File: config.mk
export PLATFORM = sky130hd
export DESIGN_NAME = btn_conditioner
export DESIGN_NICKNAME = d
export VERILOG_FILES = /design/src/rtl/btn_pkg.sv /design/src/rtl/debounce_channel.sv /design/src/rtl/btn_conditioner.sv
export SDC_FILE = /design/constraint.sdc
export NUM_CORES = 1
export LEC_CHECK = 0
export ABC_AREA = 1
export CORE_AREA = 3 3 40 42
export DETAILED_ROUTE_END_ITERATION = 6
export DIE_AREA = 0 0 43 45
export PLACE_DENSITY = 0.81
export SLEW_MARGIN = 25
export SYNTH_ARGS = -nofsm -noshare
export SYNTH_HDL_FRONTEND = slang
export SYNTH_SLANG_ARGS = --single-unit
File: constraint.sdc
create_clock -name CLK -period 1.7 [get_ports CLK]
set_input_delay 0.255 -clock CLK [delete_from_list [all_inputs] [get_ports CLK]]
set_output_delay 0.255 -clock CLK [all_outputs]
set_load 0.01 [all_outputs]
File: src/rtl/btn_pkg.sv
// Shared types and constants for the push-button conditioner.
// Holds the debounce FSM state encoding and the default debounce length.
package btn_pkg;

    typedef enum logic [1:0] {
        IDLE,
        PRESS_WAIT,
        HELD,
        RELEASE_WAIT
    } btn_state_t;

    localparam int DB_CYCLES_DEFAULT = 4;

endpackage

File: src/rtl/debounce_channel.sv
// One button channel: 2-flop synchronizer, press/release debounce FSM,
// registered one-cycle press pulse and registered debounced level.
//   clk   : system clock
//   rst   : asynchronous active-high reset
//   btn   : raw asynchronous button input (may bounce)
//   pulse : one-cycle pulse per accepted press
//   level : debounced button level
module debounce_channel
    import btn_pkg::*;
#(
    parameter int DB_CYCLES = DB_CYCLES_DEFAULT
) (
    input  logic clk,
    input  logic rst,
    input  logic btn,
    output logic pulse,
    output logic level
);

    localparam int CW = $clog2(DB_CYCLES);
    localparam logic [CW-1:0] CNT_LAST = CW'(DB_CYCLES - 1);

    logic          s1;
    logic          s2;
    logic [CW-1:0] cnt;
    logic [CW-1:0] cnt_n;
    btn_state_t    state;
    btn_state_t    state_n;
    logic          pulse_n;
    logic          level_n;

    always_ff @(posedge clk or posedge rst) begin
        if (rst) begin
            s1    <= 1'b0;
            s2    <= 1'b0;
            cnt   <= '0;
            state <= IDLE;
            pulse <= 1'b0;
            level <= 1'b0;
        end else begin
            s1    <= btn;
            s2    <= s1;
            cnt   <= cnt_n;
            state <= state_n;
            pulse <= pulse_n;
            level <= level_n;
        end
    end

    // The counter is cleared on every transition and saturates at
    // CNT_LAST, because a transition is always taken on reaching it.
    always_comb begin
        state_n = state;
        cnt_n   = cnt;
        pulse_n = 1'b0;
        unique case (state)
            IDLE: begin
                if (s2) begin
                    state_n = PRESS_WAIT;
                    cnt_n   = '0;
                end
            end
            PRESS_WAIT: begin
                if (!s2) begin
                    state_n = IDLE;
                    cnt_n   = '0;
                end else if (cnt == CNT_LAST) begin
                    state_n = HELD;
                    cnt_n   = '0;
                    pulse_n = 1'b1;
                end else begin
                    cnt_n = cnt + CW'(1);
                end
            end
            HELD: begin
                if (!s2) begin
                    state_n = RELEASE_WAIT;
                    cnt_n   = '0;
                end
            end
            RELEASE_WAIT: begin
                if (s2) begin
                    state_n = HELD;
                    cnt_n   = '0;
                end else if (cnt == CNT_LAST) begin
                    state_n = IDLE;
                    cnt_n   = '0;
                end else begin
                    cnt_n = cnt + CW'(1);
                end
            end
            default: begin
                state_n = IDLE;
                cnt_n   = '0;
            end
        endcase
        // Level is registered from the next state so it moves on the
        // same edge as the accepting transition.
        level_n = (state_n == HELD) || (state_n == RELEASE_WAIT);
    end

endmodule

File: src/rtl/btn_conditioner.sv
// Two independent debounced button channels feeding the FSM X/Y inputs.
//   CLK, RST   : clock, asynchronous active-high reset
//   BTNX, BTNY : raw bouncing buttons
//   X, Y       : one-cycle press pulses
//   XL, YL     : debounced levels
module btn_conditioner
    import btn_pkg::*;
#(
    parameter int DB_CYCLES = DB_CYCLES_DEFAULT
) (
    input  logic CLK,
    input  logic RST,
    input  logic BTNX,
    input  logic BTNY,
    output logic X,
    output logic Y,
    output logic XL,
    output logic YL
);

    debounce_channel #(.DB_CYCLES(DB_CYCLES)) u_x (
        .clk   (CLK),
        .rst   (RST),
        .btn   (BTNX),
        .pulse (X),
        .level (XL)
    );

    debounce_channel #(.DB_CYCLES(DB_CYCLES)) u_y (
        .clk   (CLK),
        .rst   (RST),
        .btn   (BTNY),
        .pulse (Y),
        .level (YL)
    );

endmodule

* Word-level counts from Yosys, hierarchy flattened
Index checks and enable logic that the tools add are counted.
** Storage, ports and cells
- Bits in registers :: 16
- Input bits :: 4
- Output and inout port bits :: 4
** Operators by class
- Add/sub/neg operators :: 2
- Equal/unequal tests :: 16
- Multiplexer cells :: 32
- Reductions and logical operators :: 6
** Operators with widths (number)
- 2-bit 2-to-1 mux :: 22
- 2-bit one-hot mux with 4 select lines :: 4
- 2-bit equality test (second input constant) :: 10
- 1-bit 2-to-1 mux :: 6
- 2-bit by 1-bit adder with 2-bit output (second input constant) :: 2
- 2-bit by 1-bit equality test with 1-bit output (second input constant) :: 2
- 2-bit logical NOT :: 2
- 2-bit by 1-bit inequality test with 1-bit output (second input constant) :: 2
- 2-bit inequality test (second input constant) :: 2
- 2-bit AND reduction :: 2
- 1-bit logical OR :: 2

* Longest topological paths before layout
- Depth after elaboration :: 6
- Depth in mapped cells :: 5
- Depth with buffers taken out :: 5

* Modules after synthesis
From an unflattened synthesis, not the netlist that was laid out.
** Unflattened totals
- Cell total of the unflattened synthesis :: 68
- Area total of the unflattened synthesis :: 593.1 µm²
** Modules (own cells, without submodules)
- debounce_channel :: times used 2, cells an instance 34, area each 296.5 µm²

* Least setup slack after synthesis
OpenSTA, ideal clock, no wires.
- Kind :: reg-to-reg
- Start :: register u_y.cnt[0]
- End :: register u_y.state[0]
- Arrival :: 0.852 ns
- Data required time :: 1.616 ns
- Slack :: 0.764 ns
- Cell stages (with the launch flop) :: 4
- Buffers on the path :: 0
- Clock period less this slack :: 0.936 ns
- Path through :: dfrtp_1 -> ha_1 -> nand2_1 -> a21boi_0
** Between the ends
- Cells in the longest elaborated chain, start to end :: 4
- Elaborated cells between the ends (all ways) :: 6
** RTL lines
- start, declared :: RTL line debounce_channel.sv:25 : logic [CW-1:0] cnt;
- start signal, assigned :: RTL line debounce_channel.sv:43 : cnt <= cnt_n;
- 2-bit equality test (*) :: RTL line debounce_channel.sv:67, debounce_channel.sv:85
- 2-bit 2-to-1 mux (on tied branches) :: RTL line debounce_channel.sv:85, debounce_channel.sv:67
- 2-bit 2-to-1 mux (on tied branches) :: RTL line debounce_channel.sv:82, debounce_channel.sv:64
- 2-bit one-hot mux with 4 select lines (*) :: RTL line debounce_channel.sv:56 : unique case (state)
- named net u_y.state_n[0] :: RTL line debounce_channel.sv:28 : btn_state_t state_n;
- end signal, assigned :: RTL line debounce_channel.sv:44 : state <= state_n;
- end, declared :: RTL line debounce_channel.sv:27 : btn_state_t state;
The timed path passes the listed nets; every way through them passes the cells marked *.
A chain may end at the register's enable or synchronous reset.

* Worst setup path after layout
- Start :: register u_y.pulse
- End :: output port Y
** RTL lines
- start, declared :: RTL line debounce_channel.sv:16 : output logic pulse,
- start signal, assigned :: RTL line debounce_channel.sv:45 : pulse <= pulse_n;
- end, declared :: RTL line btn_conditioner.sv:16 : output logic Y,
No word-level cell between the ends.

==> flow_summary_export.csv <==
group,metric,value,unit
floorplan,die_x,43,um
floorplan,fp.dieArea,1940,sq um
floorplan,die_h,45,um
clock_network,clk_latency,270,ps
finish,final_layout_size_suffix_gt1_share,16.2,%
place,numPortBuffers,7,
setup_path,rrSetupSlack,610,ps
finish,syn_to_final_growth,18.1,%
logic_synthesis,portion_of_netlist_area_occupied_by_mux_cells,0,%
global_routing,grt_max_degree,17,
setup_path,cp_cell_sequence,"clkdlybuf4s50_1",
timing,timing.final.crit_share,81.6,%
place,place_area,703,sq um
pwr,intPower,0.682,mW
logic_synthesis,postSynthRegisterBits,16,
setup_path,r2r.worst_path.cells,3,
logic_synthesis,synth_area,614,sq um
logic_synthesis,synth_simple_gate_area_share,21.4,%
route,drt_first_pass_iters,4,
route,dr.first_iter.drc_count,14,
logic_synthesis,ys_warn_count,0,
route,drc,0,
finish,diodes,0,
route,detail-route-antenna-nets,0,
place,globalplace.congestion,0.612,
global_routing,groute.usage.overall,10.7,%
floorplan,placement_rows,13,
place,pre_cts_ws,608,ps
logic_synthesis,synth_xor_xnor_area_share,0,%
floorplan,ioPinCount,8,
timing,setup-tns-final,0,ps
logic_synthesis,mappedNetlistNets,64,
clock_network,postCtsResizedCells,0,
timing,timing_max_transition_violations_final,0,
route,drt-vias-per-instance,5.23,
pwr,switchingPower,0.319,mW
finish,fillerInstances,106,
global_routing,globalRouteOverflowTotal,0,
setup_path,timing.critical_path.slowest_stage_cell,"sky130_fd_sc_hd__clkdlybuf4s50_1",
timing,timing.hold.ws,331,ps
clock_network,cts.sink_count,16,
logic_synthesis,synth_compound_gate_area_share,4.48,%
clock_network,number_of_buffers_on_the_longest_clock_path,2,
timing,finalHoldViolations,0,
pwr,p_leak,0.377,nW
setup_path,type_of_element_launching_the_critical_path,"flip-flop",
timing,worst_clock_skew,0.379,ps
clock_network,cts_tree,"yes",
logic_synthesis,ys_types,12,
timing,max_freq,0.721,GHz
pwr,p_per_area,1380,nW/um^2
global_routing,antenna_found_initial,0,
pwr,p_seq_share,54.8,%
logic_synthesis,synth_cells,58,
route,dr_total_vias,434,
floorplan,floorplan.core_area,1280,sq um
global_routing,vias_in_the_first_global_route,367,
setup_path,worst_path_dominant_cell_family,"buffers and inverters",
finish,stdcell_area,726,sq um
finish,postLayoutCoreUtil,56.5,%
clock_network,cts.clk_slew.worst_paths,80,ps
logic_synthesis,ys_seq_area_share,65.2,%
setup_path,crit-reg2reg-launch,"u_y.cnt[0]$_DFFE_PP0P_",
setup_path,worst-setup-path-type,"reg -> out",
floorplan,start_util,47.8,%
clock_network,clock_tree.root_cell,"sky130_fd_sc_hd__clkbuf_4",
timing,slew_headroom,61.2,%
status,status,"finished clean",
pwr,max-vdd-ir-drop,0.000767,V
place,hpwlAfterDp,667,um
timing,setup_violations,0,
route,route.detailed.wl_per_inst,10.7,um
timing,final.setup.worst_slack,313,ps
global_routing,grt_first_pass_wirelength,1.46,mm
pwr,sw_frac_of_total,31.9,%
logic_synthesis,post_synth_fa_ha_maj_area_fraction,4.07,%
route,drt_wl_total,891,um
setup_path,critical_path.n_buffers_inverters,1,
clock_network,postCtsSetupBuffers,0,
timing,period_minus_slack,1390,ps
timing,timing_worst_slew_pin_value,581,ps
clock_network,cts_made_buffers,3,
clock_network,post_cts_hold_buffer_count,0,
setup_path,regToRegEndpoint,"u_y.state[0]$_DFF_PP0_",
clock_network,cts-htree-levels,1,
setup_path,worst_path_required,1440,ps
finish,nets,76,
pwr,power.clock.fraction,18.5,%
setup_path,max_stage_delay,520,ps
timing,grt_setup_unrepaired,"no",
job,cap_violations,0,
logic_synthesis,synth_top_family_by_area,"simple AND/OR/NAND/NOR gates",
setup_path,critical_path_arrival,1130,ps
setup_path,critical_path.max_fanout,1,
pwr,power_frac_comb,26.8,%
setup_path,setup.worst_path.end_class,"output pin",
hold_path,timing.hold.worst.class,"in -> async",
logic_synthesis,syn-mean-instance-area,10.6,sq um
[cells in the final DEF (no fill, tap or decap)]
cell type / instances
sky130_fd_sc_hd__dfrtp_1: 16
sky130_fd_sc_hd__nand2_1: 7
sky130_fd_sc_hd__clkdlybuf4s50_1: 7
sky130_fd_sc_hd__inv_1: 6
sky130_fd_sc_hd__nand2_2: 6
sky130_fd_sc_hd__nor2_1: 6
sky130_fd_sc_hd__nand3_1: 4
sky130_fd_sc_hd__nand4_1: 4
sky130_fd_sc_hd__clkbuf_4: 3
sky130_fd_sc_hd__inv_2: 2
sky130_fd_sc_hd__a21oi_1: 2
sky130_fd_sc_hd__o21ai_0: 2
sky130_fd_sc_hd__ha_1: 2
sky130_fd_sc_hd__a21boi_0: 1
[stage by stage]
stage / std cells / total power [mW]
CTS: 83 / 1.01
floorplan: 58 / 0.724
global route: 83 / 1.07
detailed placement: 80 / 0.824
finish: 83 / 1.00
global placement: 80 / 0.797
[metal layers]
layer  GRT usage, %  wire length [um]  up-vias  share of wire, %
li1               -                 -      209                 -
met1           12.4               398      205                45
met2           17.1               427       18                48
met3           2.39                53        2               5.9
met4           9.04                12        0               1.3
met5              0                 0        -                 0
[kinds of logic (layout without fill, tap and decap cells)]
group / count (synthesis) / after routing
DFF: 16 / 16
adders and majority gates: 2 / 2
and+or+nand+nor: 27 / 27
buffers and inverters: 8 / 18
AOI/OAI and AO/OA: 5 / 5
[final cells by class]
type / instances / area [sq um] / share of cell area [%]
Clock buffer: 3 / 22.5 / 3.10
Sequential cell: 16 / 400 / 55.2
Timing Repair Buffer: 7 / 70.1 / 9.66
Inverter: 8 / 30.0 / 4.14
Tap cell: 15 / 18.8 / 2.59
Multi-Input combinational cell: 34 / 184 / 25.3
[cells in the mapped netlist]
cell type	instances	area (sq um)
sky130_fd_sc_hd__dfrtp_1	16	400
sky130_fd_sc_hd__ha_1	2	25.0
sky130_fd_sc_hd__a21boi_0	1	7.51
sky130_fd_sc_hd__nand4_1	4	25.0
sky130_fd_sc_hd__o21ai_0	2	10.0
sky130_fd_sc_hd__a21oi_1	2	10.0
sky130_fd_sc_hd__inv_2	2	7.51
sky130_fd_sc_hd__nand2_2	6	37.5
sky130_fd_sc_hd__nand2_1	7	26.3
sky130_fd_sc_hd__nand3_1	4	20.0
sky130_fd_sc_hd__inv_1	6	22.5
sky130_fd_sc_hd__nor2_1	6	22.5
[how the worst max path moves through the flow]
stage | from | endpoint | slack, ps | depth (start not counted)
after detailed placement | u_y.pulse$_DFF_PP0_ | Y | 610 | 1
after floorplan | u_y.cnt[0]$_DFFE_PP0P_ | u_y.state[0]$_DFF_PP0_ | 760 | 3
after global placement | u_y.pulse$_DFF_PP0_ | Y | 620 | 1
after global routing | u_x.pulse$_DFF_PP0_ | X | 270 | 1
final | u_y.pulse$_DFF_PP0_ | Y | 310 | 1
after CTS | u_y.pulse$_DFF_PP0_ | Y | 300 | 1
[registers in the layout (all words and copies together), names as in the netlist]
name,flops
u_x.cnt,2
u_y.s1,1
u_y.pulse,1
u_y.state,2
u_y.s2,1
u_x.s2,1
u_x.state,2
u_y.cnt,2
u_y.level,1
u_x.pulse,1
u_x.level,1
u_x.s1,1
[power groups by stage]
stage | Sequential (mW) | Clock [mW] | Combinational [mW]
floorplan | 0.551 | 0 | 0.173
global placement | 0.546 | 0 | 0.251
detailed placement | 0.555 | 0 | 0.269
CTS | 0.548 | 0.194 | 0.270
global route | 0.559 | 0.207 | 0.304
finish | 0.549 | 0.185 | 0.268
(Power assumes the default switching activity.)
==> edit: new RTL, config.mk and constraints unchanged <==
Register the output `X`, without a reset; this adds one clock of latency there. The other outputs are not delayed to match. Comments in the files are not updated.
--- a/src/rtl/btn_conditioner.sv
+++ b/src/rtl/btn_conditioner.sv
@@ -18,11 +18,13 @@
     output logic YL
 );
 
+    logic X_d;
+
     debounce_channel #(.DB_CYCLES(DB_CYCLES)) u_x (
         .clk   (CLK),
         .rst   (RST),
         .btn   (BTNX),
-        .pulse (X),
+        .pulse (X_d),
         .level (XL)
     );
 
@@ -34,5 +36,9 @@
         .level (YL)
     );
 
+    always_ff @(posedge CLK) begin
+        X <= X_d;
+    end
+
 endmodule
 
Behaviour: not the same (Yosys sat finds a counterexample within 10 cycles, from zero or initial values and one cycle with RST high).
==> edit against the unedited design <==
Hold slack worse by 0.025 ns; total power is 9.8% higher; area after synthesis is 3.7% higher; worst setup slack worse by 0.031 ns; sequential cell count is 1 higher; design area is 3.8% higher; wire length is 21% higher; die area stayed put; critical path depth stayed put; critical path type unchanged; highest routed layer unchanged.
==> edit: results <==
group,metric,value,unit
routing,wl_per_cell,12.81,um
grt,met2_usage,24.25,%
cts,path_clk_slew,0.10,ns
cells_and_area,seq_cell_count,17,
logic_synthesis,ys_async_sr_fraction,94.12,%
power,leakagePower,0.3817,nW
logic_synthesis,synth_compound_area_share,5.501,%
cells_and_area,final-clk-cell-share,3.654,%
routing,wl,1076,um
logic_synthesis,yosysSeqAreaShare,66.01,%
timing,finalClockSkew,0.001684,ns
logic_synthesis,synth_adder_area_share,3.929,%
setup_path,arrival,1.16,ns
routing,route.met2.wl,561,um
status,status,"finished clean",
cells_and_area,inverters,7,
power,swShare,34.21,%
power,peakVddDrop,0.0006258,V
placed_design,dp_hpwl,790.7,um
logic_synthesis,synthTopCellsByCount,"dfrtp_1, nand2_2, nand2_1",
cts,ctsHtreeMaxLevel,1,
placed_design,pre_cts_ws,0.6024,ns
cells_and_area,fin_util,58.62,%
power,power_density,1460,nW/um^2
grt,first_global_vias,457,
routing,dr_wl_met3,56,um
setup_path,critPathMaxFanout,1,
logic_synthesis,synthXorXnorAreaFrac,0,%
routing,wl_met1,415,um
timing,slew-limit-headroom,61.10,%
grt,grt_use_total,13.33,%
cells_and_area,seq_share,55.81,%
placed_design,place.gp.congestion,0.6114,
logic_synthesis,yosys-top-cells-area,"dfrtp_1, nand2_2, ha_1",
cells_and_area,buffer_area_share,9.302,%
routing,num_vias,442,
grt,gr-usage-met3,2.390,%
logic_synthesis,yosysTopAreaCellShare,62.87,%
setup_path,crit_family,"buffers and inverters",
placed_design,dpl-instance-area,725.7,um^2
cells_and_area,multi_input_gates,34,
cells_and_area,fillers,109,
cells_and_area,multiInputGateArea,190.2,um^2
grt,grtUsageMet1,12.50,%
cells_and_area,layout-drive-gt1-share,18.84,%
grt,grt_first_pass_wirelength,1794,um
logic_synthesis,synth_area_per_cell,10.98,um^2
cts,clk_latency,0.30,ns
routing,drtIter0Drc,3,
logic_synthesis,ys_types,13,
edit: cell types whose count changed in the layout (fill, tap and decap cells not counted), sizes merged:
cell	unedited run	this run
a21boi	1	2
clkinv	0	1
dfxtp	0	1
inv	8	7
nor2	6	5
edit: power by group through the flow:
stage               Sequential, W  Clock (W)  Combinational, W
floorplan                0.000586          0          0.000185
global placement         0.000581          0          0.000263
detailed placement       0.000594          0          0.000295
CTS                      0.000586   0.000224          0.000299
global route             0.000596   0.000243          0.000330
finish                   0.000587   0.000220          0.000293
edit: path summary, 6_finish.rpt:
| check | end | slack [ns] | from | cells past startpoint |
|---|---|---|---|---|
| setup / recovery | YL | 0.28 | u_y.level | 1 |
| hold / removal | u_x.s1 | 0.31 | RST | 2 |
| setup reg to reg | u_x.state[1] | 0.62 | u_x.cnt[0] | 4 |
| hold reg to reg | X | 0.35 | u_x.pulse | 0 |
| max in group asynchronous | u_y.level | 1.02 | RST | 2 |
| min in group CLK | X | 0.35 | u_x.pulse | 0 |
